<file path="src/rtl/execute_ctrl_pkg.sv">
// Shared types, opcode constants and the multiply-opcode decode used by the
// Execute sequencing controller and its helpers.
package execute_ctrl_pkg;

  typedef enum logic [2:0] {IDLE, EXEC, MUL_WAIT, FLUSH, HALT} state_t;

  localparam logic [7:0] OP_F7 = 8'hF7;  // group 3 (MUL/IMUL via ModRM.reg)
  localparam logic [7:0] OP_6B = 8'h6B;  // IMUL r, r/m, imm8
  localparam logic [7:0] OP_69 = 8'h69;  // IMUL r, r/m, imm32
  localparam logic [7:0] OP_AF = 8'hAF;  // 0F AF IMUL r, r/m
  localparam logic [7:0] OP_74 = 8'h74;  // JE rel8
  localparam logic [7:0] OP_C3 = 8'hC3;  // RET
  localparam logic [7:0] OP_CB = 8'hCB;  // RETF
  localparam logic [7:0] OP_CF = 8'hCF;  // IRET

  function automatic logic is_mul_op(input logic [31:0] len, input logic [7:0] op,
                                     input logic hasExt, input logic [2:0] extOp);
    return (len == 32'd1 && op == OP_F7 && hasExt && (extOp == 3'b100 || extOp == 3'b101))
        || (len == 32'd1 && (op == OP_6B || op == OP_69))
        || (len == 32'd2 && op == OP_AF);
  endfunction

endpackage

</file>
<file path="src/rtl/exec_op_classifier.sv">
// Combinational opcode classifier: flags opcodes that need the multi-cycle
// multiply path.
module exec_op_classifier
  import execute_ctrl_pkg::*;
(
  input  logic [31:0] opcodeLength,
  input  logic [7:0]  opcode,
  input  logic        hasExtendedOpcode,
  input  logic [2:0]  extendedOpcode,
  output logic        isMul
);

  assign isMul = is_mul_op(opcodeLength, opcode, hasExtendedOpcode, extendedOpcode);

endmodule

</file>
<file path="src/rtl/execute_ctrl.sv">
// Execute-stage sequencer: Decode handshake, multiply latency insertion,
// writeback-stall hold, jump flush/redirect and kill halt.
module execute_ctrl
  import execute_ctrl_pkg::*;
#(
  parameter int MUL_LATENCY = 4,
  parameter int CNT_W       = 32
) (
  input  logic             clk,
  input  logic             reset_n,
  input  logic             decValidIn,
  output logic             decReadyOut,
  input  logic [7:0]       opcodeIn,
  input  logic [31:0]      opcodeLengthIn,
  input  logic             hasExtendedOpcodeIn,
  input  logic [2:0]       extendedOpcodeIn,
  input  logic             wbStallIn,
  input  logic             isExecuteSuccessfulIn,
  input  logic             didJumpIn,
  input  logic [63:0]      jumpTargetIn,
  input  logic             killIn,
  output logic             latchEnOut,
  output logic             canExecuteOut,
  output logic             flushOut,
  output logic             redirectValidOut,
  output logic [63:0]      redirectRipOut,
  output logic             haltedOut,
  output logic             illegalOut,
  output logic             mulBusyOut,
  output logic [CNT_W-1:0] retiredCountOut
);

  localparam logic [2:0] MUL_INIT = 3'(MUL_LATENCY - 1);

  state_t     state, nextState;
  logic [2:0] mulCnt, mulCntNext;
  logic       isMul, done, accept, retire, illegalNext, takeJump;

  exec_op_classifier uClassifier (
    .opcodeLength      (opcodeLengthIn),
    .opcode            (opcodeIn),
    .hasExtendedOpcode (hasExtendedOpcodeIn),
    .extendedOpcode    (extendedOpcodeIn),
    .isMul             (isMul)
  );

  always_comb begin
    done        = (state == EXEC) && isExecuteSuccessfulIn && !wbStallIn;
    decReadyOut = reset_n && !wbStallIn &&
                  (state == IDLE || (done && !didJumpIn && !killIn));
    accept      = decValidIn && decReadyOut;
    latchEnOut  = accept;

    nextState   = state;
    mulCntNext  = mulCnt;
    retire      = 1'b0;
    illegalNext = 1'b0;
    takeJump    = 1'b0;

    case (state)
      IDLE: ;
      EXEC: begin
        if (wbStallIn) begin
          nextState = EXEC;
        end else if (!isExecuteSuccessfulIn) begin
          illegalNext = 1'b1;
          nextState   = IDLE;
        end else begin
          retire = 1'b1;
          // kill outranks a simultaneous taken jump
          if (killIn)         nextState = HALT;
          else if (didJumpIn) begin
            nextState = FLUSH;
            takeJump  = 1'b1;
          end else            nextState = IDLE;
        end
      end
      MUL_WAIT: begin
        if (!wbStallIn) begin
          if (mulCnt <= 3'd1) nextState  = EXEC;
          else                mulCntNext = mulCnt - 3'd1;
        end
      end
      FLUSH:   nextState = IDLE;
      HALT:    nextState = HALT;
      default: nextState = IDLE;
    endcase

    // accept only occurs from IDLE or a clean completion, so it overrides here
    if (accept) begin
      if (isMul && MUL_LATENCY > 1) begin
        nextState  = MUL_WAIT;
        mulCntNext = MUL_INIT;
      end else begin
        nextState  = EXEC;
      end
    end
  end

  always_ff @(posedge clk) begin
    if (!reset_n) begin
      state            <= IDLE;
      mulCnt           <= '0;
      canExecuteOut    <= 1'b0;
      mulBusyOut       <= 1'b0;
      flushOut         <= 1'b0;
      redirectValidOut <= 1'b0;
      redirectRipOut   <= '0;
      haltedOut        <= 1'b0;
      illegalOut       <= 1'b0;
      retiredCountOut  <= '0;
    end else begin
      state            <= nextState;
      mulCnt           <= mulCntNext;
      canExecuteOut    <= (nextState == EXEC);
      mulBusyOut       <= (nextState == MUL_WAIT);
      flushOut         <= (nextState == FLUSH);
      redirectValidOut <= (nextState == FLUSH);
      haltedOut        <= (nextState == HALT);
      illegalOut       <= illegalNext;
      if (takeJump) redirectRipOut  <= jumpTargetIn;
      if (retire)   retiredCountOut <= retiredCountOut + 1'b1;
    end
  end

endmodule

</file>
<file path="config.mk">
export PLATFORM = sky130hd
export DESIGN_NAME = execute_ctrl
export DESIGN_NICKNAME = d
export VERILOG_FILES = /design/src/rtl/execute_ctrl_pkg.sv /design/src/rtl/exec_op_classifier.sv /design/src/rtl/execute_ctrl.sv
export SDC_FILE = /design/constraint.sdc
export NUM_CORES = 1
export LEC_CHECK = 0
export ABC_CLOCK_PERIOD_IN_PS = 2000
export CAP_MARGIN = 20
export CORE_ASPECT_RATIO = 0.7
export CORE_MARGIN = 10
export CORE_UTILIZATION = 35
export DETAILED_ROUTE_END_ITERATION = 6
export PLACE_DENSITY = 0.75
export SLEW_MARGIN = 20
export SYNTH_ARGS = -nofsm -noshare
export SYNTH_HDL_FRONTEND = slang
export SYNTH_SLANG_ARGS = --single-unit
</file>
<file path="constraint.sdc">
create_clock -name clk -period 2 [get_ports clk]
set_input_delay 0.3 -clock clk [delete_from_list [all_inputs] [get_ports clk]]
set_output_delay 0.3 -clock clk [all_outputs]
set_load 0.01 [all_outputs]
</file>
# == After elaboration in Yosys (flattened, before gate mapping) ==
# Cells that the tools add are included.
# classes
addsub,2
order_cmp,1
eq_ne,15
muxes,23
bitwise,2
n_reduce_logical,22
# op_table
operator,n
$mux 3,11
$add 32x1->32 const B,1
$eq 32x1->1 const B,1
$eq 32x2->1 const B,1
$eq 8x7->1 const B,2
$eq 8x8->1 const B,2
$eq 3x3->1 const B,4
$logic_and 1x1->1,12
$pmux 3 s4,1
$eq 3x2->1 const B,3
$mux 1,9
$eq 3x1->1 const B,2
$logic_or 1x1->1,5
$mux 2,2
$le 3x1->1 const B,1
$logic_not 1->1,3
$logic_not 3->1,1
$reduce_or 3->1,1
$sub 3x1->3 const B,1
$not 1->1,2
# totals
reg_bits,107
input_bits,115
out_inout_bits,104
word_cells,74

# == Longest topological paths before layout ==
# logic_depth
word_depth,10
ltp_mapped,8

# == By module ==
# A second synthesis with hierarchy kept.
# hier_totals
cells_unflattened,534
hier_area_um2,4618.2
# by_module_without_submodules
mod,instances,cells_each,area_each_um2
execute_ctrl,1,513,4453.0
exec_op_classifier,1,21,165.2

# == Worst setup path after synthesis ==
# No wires, ideal clock.
# synth_path
path_kind,reg2reg
from,register retiredCountOut[8]
to,register retiredCountOut[31]
setup_ns,0.070
arrival_time_ns,1.970
required_time_ns,1.930
slack_ns,-0.041
path_stages_with_launch,6
n_path_buf,0
synth_period_minus_slack_ns,2.041
path_cell_list,dfxtp_1 -> and4_1 -> nand4_1 -> or4_4 -> or4_1 -> a21oi_1
# synth_between
elab_chain_cells,1
# synth_rtl
item,line,rtl
start: declaration,execute_ctrl.sv:30,output logic [CNT_W-1:0] retiredCountOut
start signal: assignment,execute_ctrl.sv:122,if (retire) retiredCountOut <= retiredCountOut + 1'b1;
$add 32x1->32,execute_ctrl.sv:122,
# No other way between the ends.
# A chain may end at the register's enable or synchronous reset.

# == Final worst setup path ==
# layout_path
from,register state[1]
to,register retiredCountOut[31]
# layout_between
elab_chain_cells,2
# layout_rtl
item,line,rtl
start: declaration,execute_ctrl.sv:35,"state_t state, nextState;"
start signal: assignment,execute_ctrl.sv:113,state <= nextState;
$eq 3x1->1,execute_ctrl.sv:60,case (state)
$mux 1,execute_ctrl.sv:60,
# No other way between the ends.

==> impl_metrics.toml <==
[status]
status = "finished with violations"
violations = "setup timing"

[min_path]
holdPathStages = 2
hp-start = "redirectRipOut[55]"
holdPathEnd = "redirectRipOut[55]"
hold_class = "reg -> reg"

[clock_tree]
clockRootBuffer = "clkbuf_16"
cts_tree = "done"
path_clk_slew_ns = 0.07
cts_hold_buf = 0
cts_buffers = 9
cts_buffer_depth = 2
clkSinkCount = 107
htree_levels = 3
clk_latency_ns = 0.34

[power_and_ir_drop]
powerDensity_nw_per_um2 = 560
p_comb_frac = 0.091
switchingPower_uw = 898
internal-power_uw = 3450
totalPowerFinal_uw = 4350
p_sw_frac = 0.207
vdd_drop_max_v = 0.000449
leakage_uw = 0.00273
seq_power_share = 0.494
pwr-share-clk = 0.415

[timing]
drv_slew = 0
hold_viol = 0
holdWs_ns = 0.455
finalCritPeriodShare = 1.06
rsz0062_at_grt = "true"
maxSlewHeadroom = 0.512
clock-skew-final_ns = 0.00903
worst_slack_ns = -0.115
period_needed_ns = 2.12
fin_tns_setup_ns = -0.613
setup_viol = 12
tightest_slew_ns = 0.732
max_clock_freq_ghz = 0.473

[synthesis]
muxShareOfSynthArea = 0.00234
netlist_area_um2 = 4280
synth_edf_count = 0
synth_commonest_cells = "146 x nand2_1, 107 x dfxtp_1, 82 x a21oi_1, 28 x nor2_1, 19 x clkbuf_1"
synth_nets = 651
yosysTopAreaCell = "dfxtp_1"
synth-compound-area-share = 0.132
yosysMostFrequentCell = "nand2_1"
synth_fa_ha_area_frac = 0.00876
synth_seq_cells = 107
synth_top_family_by_area = "simple AND/OR/NAND/NOR gates"
synth-main-ff-cell = "dfxtp_1"
yosysWarningCount = 0
synth_cell_types = 42
synth-seq-area-share = 0.500
synth_area_per_cell_um2 = 8.04
synth-simple-area-share = 0.283
synthTopCellsByArea = "dfxtp_1 50%, nand2_1 13%, a21oi_1 9.6%"
async_reset_ff_frac = 0
netlist_instances = 533
synthXorXnorAreaFrac = 0.0348
synth_top_area_share = 0.500

[die]
core_area_um2 = 11900
ios = 219
die_w_um = 152
row_count = 33
die_area_um2 = 17100
die_y_um = 113
start_util = 0.361

[grt]
track_usage = 0.179
grt_overflow = 0
grt_pass1_wl_um = 25400
antenna_found_initial = 0
grt_pass1_vias = 4782
grt_max_degree = 69

[detailed_routing]
drt_pass1_iterations = 4
ant_nets = 0
drt-initial-drc-count = 252
drt_wl_total_um = 16700
wire_per_inst_um = 17.4
viasPerCell = 4.94
num_vias = 4738
drc_errors = 0

[setup_path]
worstPathRequired_ns = 2.27
startpoint_type = "register"
ff2ff_setup_slack_ns = -0.12
path_class = "reg -> reg"
cp.arrival_ns = 2.38
cp_max_fo = 4
ff2ff_path_depth = 6
r2r-end = "retiredCountOut[31]"
cp-end-kind = "register"
r2r_start = "state[1]"

[layout]
n_antenna_cell = 0
fin_area_um2 = 7760
drive_above_1_share = 0.168
area_growth_pct = 81.1
layout.cells.non_filler = 959
nNetsFinal = 915

[placed_design]
gp_congestion = 0.833
dp_cells = 922
port_buffers = 217
dp.final_hpwl_um = 11800
place_area_um2 = 6900

[job]
max_cap_violations = 0
-- cell type report --
class	count	area, um^2
clock buffers	13	260
clock inverters	3	46.3
fillers	953	4090
inverters	11	41.3
multi-input cells	386	2170
flip-flops and latches	107	2150
well taps	157	196
repair buffers	282	2900
-- critical path: stages, from the launching register on --
cell     delay (ns)
dfxtp_2        0.33
buf_6          0.11
nor4b_4        0.37
nand3_2        0.14
or4_4          0.47
or4_4          0.50
a21oi_2        0.12
-- stage by stage --
step | setup WS [ns] | utilization
6_report | -0.115 | 0.655
5_1_grt | -0.195 | 0.655
4_1_cts | -0.155 | 0.627
3_5_place_dp | -0.611 | 0.582
3_3_place_gp | -0.617 | 0.582
2_1_floorplan | 0.00374 | -
-- metal layers --
layer / up-vias / wire [um] / track usage
met2: 130 / 8150 / 0.302
met4: 0 / 210 / 0.0461
li1: 2346 / - / -
met1: 2244 / 7140 / 0.210
met5: - / 0 / 0
met3: 18 / 1220 / 0.0667
-- cells by family (layout without fill, tap and decap cells) --
group                      Yosys count  count (layout)
AOI/OAI and AO/OA                  107             107
xor gates and xnor gates            17              17
adders and majority gates            3               3
buffers and inverters               40             309
DFF                                107             107
muxes                                1               1
and+or+nand+nor                    258             258
-- layout by cell type, fill, tap and decap left out, drive strengths merged, types with 3 or more instances in the layout --
cell type and instances:
clkdlybuf4s50 213, nand2 146, dfxtp 107, a21oi 82
buf 63, nor2 28, clkbuf 17, or3 14
nand3 14, xnor2 13, o21ai 13, nor4 13
nand4 11, inv 11, nor3 7, and3 5
xor2 4, and4 4, a21o 3, ha 3
nor4b 3, or4 3
-- registers in the layout (all words and copies together) (netlist names) --
signal,count
redirectRipOut,64
state,3
canExecuteOut,1
redirectValidOut,1
mulBusyOut,1
mulCnt,3
haltedOut,1
retiredCountOut,32
illegalOut,1
-- power by group through the flow --
stage | sequential, uW | combinational [uW] | clock (uW)
after floorplan | 2200 | 69.8 | 0
after global placement | 2200 | 363 | 0
after detailed placement | 2200 | 368 | 0
after CTS | 2150 | 382 | 1850
after global routing | 2150 | 421 | 1930
final | 2150 | 394 | 1800
-- how the worst max path moves through the flow --
stage | startpoint | endpoint
finish | state[1] | retiredCountOut[31]
detailed placement | reset_n | latchEnOut
global placement | reset_n | latchEnOut
CTS | state[1] | retiredCountOut[31]
global route | state[1] | retiredCountOut[31]
floorplan | retiredCountOut[9] | retiredCountOut[31]
-- what timing repair did --
item	4_1_cts	5_1_grt
buffers inserted	8	6
pin swaps	12	13
gates cloned	5	5
setup endpoints to repair	86	84
resized for setup	31	52
Power figures use the tool's default switching activity.
